<file path="config.mk">
export PLATFORM = sky130hd
export DESIGN_NAME = uart_tx_scheduler
export DESIGN_NICKNAME = d
export VERILOG_FILES = /design/src/rtl/uart_tx_scheduler.sv
export SDC_FILE = /design/constraint.sdc
export NUM_CORES = 1
export LEC_CHECK = 0
export CORE_ASPECT_RATIO = 1.75
export CORE_MARGIN = 2
export CORE_UTILIZATION = 40
export CTS_BUF_LIST = sky130_fd_sc_hd__clkbuf_2
export DETAILED_ROUTE_END_ITERATION = 8
export HOLD_SLACK_MARGIN = 0.15
export PLACE_DENSITY = 0.83
export REMOVE_ABC_BUFFERS = 1
export SYNTH_ARGS = -nofsm -noshare
export SYNTH_HDL_FRONTEND = slang
export SYNTH_SLANG_ARGS = --single-unit
</file>
<file path="constraint.sdc">
create_clock -name i_clock -period 2.1 [get_ports i_clock]
set_clock_uncertainty 0.15 [all_clocks]
set_input_delay 0.525 -clock i_clock [delete_from_list [all_inputs] [get_ports i_clock]]
set_output_delay 0.525 -clock i_clock [all_outputs]
set_load 0.1 [all_outputs]
</file>
<file path="src/rtl/uart_tx_scheduler.sv">
// uart_tx_scheduler
//   Shares a single uart_tx between NUM_REQ byte-stream requesters.
//   Arbitration is round-robin per packet: once granted, a requester keeps
//   the transmitter until its byte flagged last has completely left the
//   wire (uart_tx reports ready again), so packets never interleave.
//
//   Optional feature macro: UART_SCHED_TIMEOUT_EN
//     defined   -> a requester that stalls mid-packet for TIMEOUT_CYCLES
//                  cycles loses the grant and timeout pulses once.
//     undefined -> grant is held indefinitely, timeout is tied low.
//
//   Reset is synchronous and active-high.
module uart_tx_scheduler #(
  parameter int NUM_REQ        = 4,
  parameter int TIMEOUT_CYCLES = 4096,
  localparam int GW            = $clog2(NUM_REQ)
) (
  input  logic                 i_clock,
  input  logic                 i_reset,
  input  logic [NUM_REQ-1:0]   i_req_valid,
  input  logic [8*NUM_REQ-1:0] i_req_data,
  input  logic [NUM_REQ-1:0]   i_req_last,
  output logic [NUM_REQ-1:0]   o_req_ready,
  output logic [7:0]           o_tx_byte_out,
  output logic                 o_tx_write_trigger,
  input  logic                 i_tx_ready_to_transmit,
  output logic [GW-1:0]        o_grant_id,
  output logic                 o_busy,
  output logic                 o_timeout_pulse
);

  localparam logic [1:0] S_IDLE       = 2'd0;
  localparam logic [1:0] S_LOAD       = 2'd1;
  localparam logic [1:0] S_WAIT_START = 2'd2;
  localparam logic [1:0] S_WAIT_DONE  = 2'd3;

  logic [1:0]    r_state;
  logic [GW-1:0] r_ptr;
  logic [GW-1:0] r_grant;
  logic          r_last;
  logic [7:0]    r_tx_byte;
  logic          r_trig;

  logic          w_arb_found;
  logic [GW-1:0] w_arb_idx;
  logic          w_sel_valid;
  logic          w_sel_last;
  logic [7:0]    w_sel_data;
  logic          w_xfer;
  logic          w_timeout;

  // Round-robin search: first valid requester after the pointer, wrapping.
  // NOTE: every signal driven here gets a default first, so no path leaves it
  // unassigned and no latch is inferred.
  always_comb begin
    int w_cand;
    w_arb_found = 1'b0;
    w_arb_idx   = '0;
    for (int k = 1; k <= NUM_REQ; k++) begin
      w_cand = int'(r_ptr) + k;
      if (w_cand >= NUM_REQ) w_cand = w_cand - NUM_REQ;
      if (!w_arb_found && i_req_valid[w_cand[GW-1:0]]) begin
        w_arb_found = 1'b1;
        w_arb_idx   = w_cand[GW-1:0];
      end
    end
  end

  // Signals of the currently granted requester.
  assign w_sel_valid = i_req_valid[r_grant];
  assign w_sel_last  = i_req_last[r_grant];
  assign w_sel_data  = i_req_data[{r_grant, 3'b000} +: 8];

  // Ready goes only to the granted requester, only in LOAD and only while
  // uart_tx can take a byte, so it is one-hot or zero by construction.
  always_comb begin
    o_req_ready = '0;
    if (r_state == S_LOAD && i_tx_ready_to_transmit) o_req_ready[r_grant] = 1'b1;
  end

  assign w_xfer = (r_state == S_LOAD) && i_tx_ready_to_transmit && w_sel_valid;

`ifdef UART_SCHED_TIMEOUT_EN
  localparam logic [15:0] TIMEOUT_LAST = 16'(TIMEOUT_CYCLES - 1);

  logic [15:0] r_idle_cnt;
  logic        r_timeout_pulse;

  assign w_timeout = (r_state == S_LOAD) && !w_sel_valid && (r_idle_cnt == TIMEOUT_LAST);

  // Count cycles the granted requester leaves LOAD starved; pulse on expiry.
  always_ff @(posedge i_clock) begin
    if (i_reset) begin
      r_idle_cnt      <= '0;
      r_timeout_pulse <= 1'b0;
    end else begin
      r_timeout_pulse <= w_timeout;
      if (r_state != S_LOAD || w_xfer || w_timeout) r_idle_cnt <= '0;
      else if (!w_sel_valid)                         r_idle_cnt <= r_idle_cnt + 16'd1;
    end
  end

  assign o_timeout_pulse = r_timeout_pulse;
`else
  assign w_timeout       = 1'b0;
  assign o_timeout_pulse = 1'b0;
`endif

  // Packet scheduler FSM: grant, hand one byte to uart_tx, track its frame.
  // NOTE: sequential state uses non-blocking assignments so every register
  // samples pre-edge values regardless of statement order.
  always_ff @(posedge i_clock) begin
    if (i_reset) begin
      r_state   <= S_IDLE;
      r_ptr     <= GW'(NUM_REQ - 1);
      r_grant   <= '0;
      r_last    <= 1'b0;
      r_tx_byte <= 8'h00;
      r_trig    <= 1'b0;
    end else begin
      r_trig <= 1'b0;
      case (r_state)
        S_IDLE: begin
          if (w_arb_found) begin
            r_grant <= w_arb_idx;
            r_state <= S_LOAD;
          end
        end
        S_LOAD: begin
          if (w_xfer) begin
            r_tx_byte <= w_sel_data;
            r_trig    <= 1'b1;
            r_last    <= w_sel_last;
            r_state   <= S_WAIT_START;
          end else if (w_timeout) begin
            r_ptr   <= r_grant;
            r_state <= S_IDLE;
          end
        end
        S_WAIT_START: begin
          // uart_tx drops ready once it has latched the byte.
          if (!i_tx_ready_to_transmit) r_state <= S_WAIT_DONE;
        end
        S_WAIT_DONE: begin
          // Ready returns after the stop bit; only then is the wire free.
          if (i_tx_ready_to_transmit) begin
            if (r_last) begin
              r_ptr   <= r_grant;
              r_state <= S_IDLE;
            end else begin
              r_state <= S_LOAD;
            end
          end
        end
        default: r_state <= S_IDLE;
      endcase
    end
  end

  assign o_tx_byte_out      = r_tx_byte;
  assign o_tx_write_trigger = r_trig;
  assign o_grant_id         = r_grant;
  assign o_busy             = (r_state != S_IDLE);

endmodule

</file>
# --- Yosys cells after proc, flatten, opt, wreduce, memory -nomap -nowiden ---
# Cells that the tools add are included.
totals:
  regBits: 16
  input_bits: 43
  output_inout_bits: 17
  elab_cells: 83
classes:
  add_sub_neg: 8
  n_lt_le_gt_ge: 10
  eq_ne: 7
  n_shift: 1
  mux: 34
  n_bitwise: 1
  n_reduce_logical: 16
op_table:
  columns: ["op", "count"]
  rows:
  - ["32-bit by 6-bit variable part select with 8-bit output", 1]
  - ["2-bit two-way mux", 12]
  - ["2-bit by 3-bit < comparator with 1-bit output (second input constant)", 5]
  - ["1-bit two-way mux", 13]
  - ["1-bit binary-select mux with 2-bit select", 6]
  - ["3-bit >= comparator (second input constant)", 3]
  - ["2-bit != test (second input constant)", 4]
  - ["2-bit case mux with 4 select lines", 1]
  - ["2-bit by 1-bit subtractor with 2-bit output (second input constant)", 4]
  - ["2-bit by 2-bit adder with 3-bit output (second input constant)", 2]
  - ["1-bit logical AND", 6]
  - ["2-bit by 3-bit adder with 4-bit output (second input constant)", 1]
  - ["2-bit == test (second input constant)", 2]
  - ["4-bit by 3-bit >= comparator with 1-bit output (second input constant)", 1]
  - ["4-bit two-way mux", 1]
  - ["2-bit AND reduction", 2]
  - ["4-bit AND reduction", 1]
  - ["2-bit by 1-bit adder with 3-bit output (second input constant)", 1]
  - ["1-bit zero test", 3]
  - ["3-bit AND reduction", 1]
  - ["1-bit demux with 2-bit select", 1]
  - ["2-bit by 1-bit == test with 1-bit output (second input constant)", 1]
  - ["2-bit by 1-bit >= comparator with 1-bit output (second input constant)", 1]
  - ["2-bit zero test", 1]
  - ["3 further kinds", 3]

# --- Depth between registers and ports, before layout ---
logic_depth:
  ltp_word: 17
  ltp_mapped: 7
  depth_no_buf: 6

# --- Worst setup path before layout ---
# OpenSTA, ideal clock, no wires.
synth_timing:
  path_kind: "register to output"
  from: "register r_grant[0] (netlist: o_grant_id[0])"
  to: "output o_req_ready[1]"
  arrival_ns: 2.872
  required_ns: 1.425
  setup_slack_ns: -1.447
  path_stages_with_launch: 5
  n_path_buf: 2
  cell_sequence: "dfxtp_1 > buf_4 > buf_2 > inv_1 > nor2_1"
synth_via:
  elab_chain_len: 5
synth_lines:
  columns: ["element", "line", "source"]
  rows:
  - ["from (decl)", "39", "logic [GW-1:0] r_grant;"]
  - ["from (signal assigned)", "125", "r_grant <= w_arb_idx;"]
  - ["2-bit by 3-bit < comparator with 1-bit output (not written as such) / 2-bit by 1-bit >= comparator with 1-bit output (equally long branches)", "78", "if (r_state == S_LOAD && i_tx_ready_to_transmit) o_req_ready[r_grant] = 1'b1;"]
  - ["1-bit logical AND (not written as such)", "78", null]
  - ["1-bit two-way mux (not written as such)", "78", null]
  - ["1-bit demux with 2-bit select *", "78", null]
  - ["4-bit two-way mux *", "78", null]
  - ["to (decl)", "23", "output logic [NUM_REQ-1:0] o_req_ready,"]
# Every way passes the cells marked *; elsewhere a longest branch is shown, timed or not.

# --- Worst setup path after layout ---
layout_timing:
  from: "register r_state[0]"
  to: "output o_req_ready[0]"
layout_via:
  elab_chain_len: 3
layout_lines:
  columns: ["element", "line", "source"]
  rows:
  - ["from (decl)", "37", "logic [1:0] r_state;"]
  - ["from (signal assigned)", "114", "r_state <= S_IDLE;"]
  - ["from (signal assigned)", "126", "r_state <= S_LOAD;"]
  - ["from (signal assigned)", "134", "r_state <= S_WAIT_START;"]
  - ["2-bit by 1-bit == test with 1-bit output", "78", null]
  - ["1-bit logical AND", "78", null]
  - ["4-bit two-way mux", "78", null]
# No other way between the ends.

==> results by group <==
Final layout
  • Layout cells sized above 1: 32.1%
  • Nets@finish: 233
  • # diodes: 0
  • Final Instance Count excl. Fillers: 210
  • P&R area growth vs syn: 87.1%
  • Core Util, Final: 80.0%

Yosys
  • Async SR Flop Fraction: 0%
  • Top FF cell, synth: dfxtp_1
  • Mapped Cells: 111
  • Avg Inst Size Synth: 9.72 um^2
  • Synth Warn #: 0
  • Post-synthesis sequential area ratio: 29.7%
  • Post-synth cell types: 32
  • Largest family of logic cells by synthesized area: multiplexers
  • Post-synthesis mux area share: 33.3%
  • Synth Area in Simple Gates: 14.8%
  • Register bit total from synthesis: 16
  • Post-synthesis xor/xnor area fraction: 0%
  • EDFF count, synth: 0
  • Synth Area in Adders: 4.64%
  • Mapped Area: 1080 um^2
  • Synth Area in Compound Gates: 10.2%

Setup path
  • Largest delay share family, worst path: flip-flops
  • FF-to-FF setup slack: 0.14 ns
  • Crit. End Element: primary output
  • CP Class: reg -> out
  • Critical path data arrival time: 1.43 ns
  • Startpoint Class: register
  • CP Cell Sequence: ha_4 > nand3b_1 > nor2_2 > buf_12
  • Worst Reg-to-Reg Cells: 7
  • CP Depth: 4
  • Critical Path Max Stage Delay: 0.42 ns
  • Buf+Inv Stages, Crit Path: 1
  • Worst Path Required: 1.42 ns
  • Slowest cell on the critical path: dfxtp_2
  • Worst-path fanout max: 4

Place
  • Placed Cells: 203
  • Hpwl dp: 3.10 mm
  • IO Port Bufs: 58
  • Pre-CTS setup slack: -0.308 ns
  • Placer Congestion: 0.793

Drt
  • Detailed Route WL: 3.95 mm
  • Starting DRT DRC Count: 43
  • Via density: 5.81
  • Post-DRT Antenna Nets: 0
  • WL/cell: 18.8 um
  • Via count: 1221
  • Drt pass-1 iters: 4
  • # DRC: 0

Timing
  • Clock period minus final worst setup slack: 2.11 ns
  • Hold Vio Cnt, Final: 0
  • Max Clk Rate: 474 MHz
  • Setup ws final: -0.00802 ns
  • Fin. max-slew vios: 0
  • RSZ-0062 raised after global routing: yes
  • Final setup viols: 1
  • Final worst-path cycle share: 100%

Power
  • Sequential share of power: 23.2%
  • Clock power share: 6.8%
  • Static leakage: 0.811 nW
  • Comb pwr share: 70.0%
  • Switching power: 0.857 mW
  • Switch share: 46.9%
  • Int Pwr: 0.972 mW
  • PwrDens: 906 nW/um^2
  • Maximum VDD drop: 1.10 mV

Clock tree
  • Cts bufs inserted: 3
  • TritonCTS Sinks: 16
  • Clk_lat worst skew: 0.27 ns
  • Clock slew at reported path FFs: 0.14 ns
  • CTS root buf: clkbuf_2
  • H-tree depth: 1
  • CTS Hold Bufs: 0
  • Clk buf depth: 2
  • CTS tree: yes

Min path
  • Hold depth: 2
  • Hold Path Class: reg -> reg

Global route
  • Number of global-route vias before repair: 1256
  • Antenna violations before repair: 0
  • Pin count of the biggest net entering global routing: 11
  • First-pass GRT wire length: 5.99 mm
  • Total grt overflow: 0
  • GRT Util Overall: 25.6%

Floorplanning
  • Io pins: 60
  • Initial Utilization: 42.8%
  • Die area: 3140 um^2
  • Die H: 72.7 um
  • Core Area: 2520 um^2
  • Site Rows: 24
  • Die W: 43.3 um

Status
  • Violated checks: setup timing
  • Status: finished, violations left

Job
  • # Max-Cap Violations: 0
[synth_stat cells (2+ instances only)]
cell / number / share of area [%]
a21oi_1: 5 / 2.3
buf_4: 2 / 1.4
mux2i_1: 13 / 12
nor2_1: 16 / 5.6
a211oi_1: 2 / 1.4
buf_2: 3 / 1.4
nand2_1: 4 / 1.4
nand3b_1: 2 / 1.4
dfxtp_1: 16 / 30
nand3_1: 4 / 1.9
o221ai_1: 2 / 1.6
ha_1: 4 / 4.6
inv_1: 10 / 3.5
mux4_2: 9 / 19
nor3_1: 2 / 0.93
[worst paths after layout]
kind,startpoint,endpoint
worst min-delay path,r_last,r_last
worst max-delay path,r_state[0],o_req_ready[0]
worst max register to register,r_state[0],o_tx_byte_out[5]
worst min register to register,r_last,r_last
[power by group through the flow]
stage	Sequential [mW]	Clock, mW	Combinational (mW)
CTS	0.417	0.129	1.21
floorplan	0.628	0	0.504
finish	0.424	0.125	1.28
detailed placement	0.414	0	1.18
global placement	0.409	0	1.14
global route	0.429	0.142	1.34
[placed cells by master (no fill, tap or decap), types with 2 or more instances in the layout]
cell,netlist,layout
a211oi_1,2,2
a21oi_1,5,5
buf_12,0,16
buf_4,2,19
clkbuf_2,0,3
clkdlybuf4s50_1,0,40
dfxtp_1,16,14
ha_1,4,3
inv_1,10,9
mux2i_1,13,13
mux4_2,9,9
nand2_1,4,4
nand3_1,4,3
nand3b_1,2,2
nor2_1,16,12
nor2_2,0,2
nor2_4,0,2
nor3_1,2,2
o221ai_1,2,2
[registers in the layout (all words and copies together), names as in the netlist]
name	cells
o_tx_byte_out	8
o_grant_id	2
r_ptr	2
r_state	2
o_tx_write_trigger	1
r_last	1
[through the flow]
step / area, um^2 / setup TNS [ns] / power (mW) / hold WS (ns)
6_report: 2020 / -0.00802 / 1.83 / 0.404
5_1_grt: 2020 / -0.193 / 1.91 / 0.431
4_1_cts: 1970 / 0 / 1.75 / 0.382
3_5_place_dp: 1930 / -3.55 / 1.59 / 0.370
3_3_place_gp: 1930 / -2.22 / 1.55 / 0.353
2_1_floorplan: 1040 / -14.62 / 1.13 / 0.324
[area by class of cell]
class                      instances  area (um^2)
timing repair buffer              77          885
sequential                        16          325
inverter                          10         40.0
tap                               26         32.5
clock buffer                       3         15.0
fill                             150          504
multi-input combinational         78          721
[tightest hold or removal path, delay by kind of cell, from the launching register on]
family / cells / cell delay [ns]
and+or+nand+nor: 1 / 0.07
muxes: 1 / 0.08
DFF: 1 / 0.38
[cell families (layout without fill, tap and decap cells)]
kind of cell	Yosys count	in the layout
AO/OA/AOI/OAI	15	15
adder cells (fa/ha/maj)	4	4
buffers and inverters	17	90
flip-flops	16	16
multiplexers	24	24
other	1	1
AND/OR/NAND/NOR	34	34
[routing by layer]
layer	part of all wire (%)	global-route usage (%)	vias up
li1	-	-	557
met1	35	25.9	585
met2	55	49.6	71
met3	8.8	5.94	8
met4	1.3	8.08	0
met5	0	0	-
[timing repair]
item / 4_1_cts / 5_1_grt
gates resized for setup: 11 / 5
buffers inserted: 0 / 4
setup endpoints to repair: 4 / 12
pin swaps: 3 / 3
No activity file was read; power rests on OpenSTA's default activity.
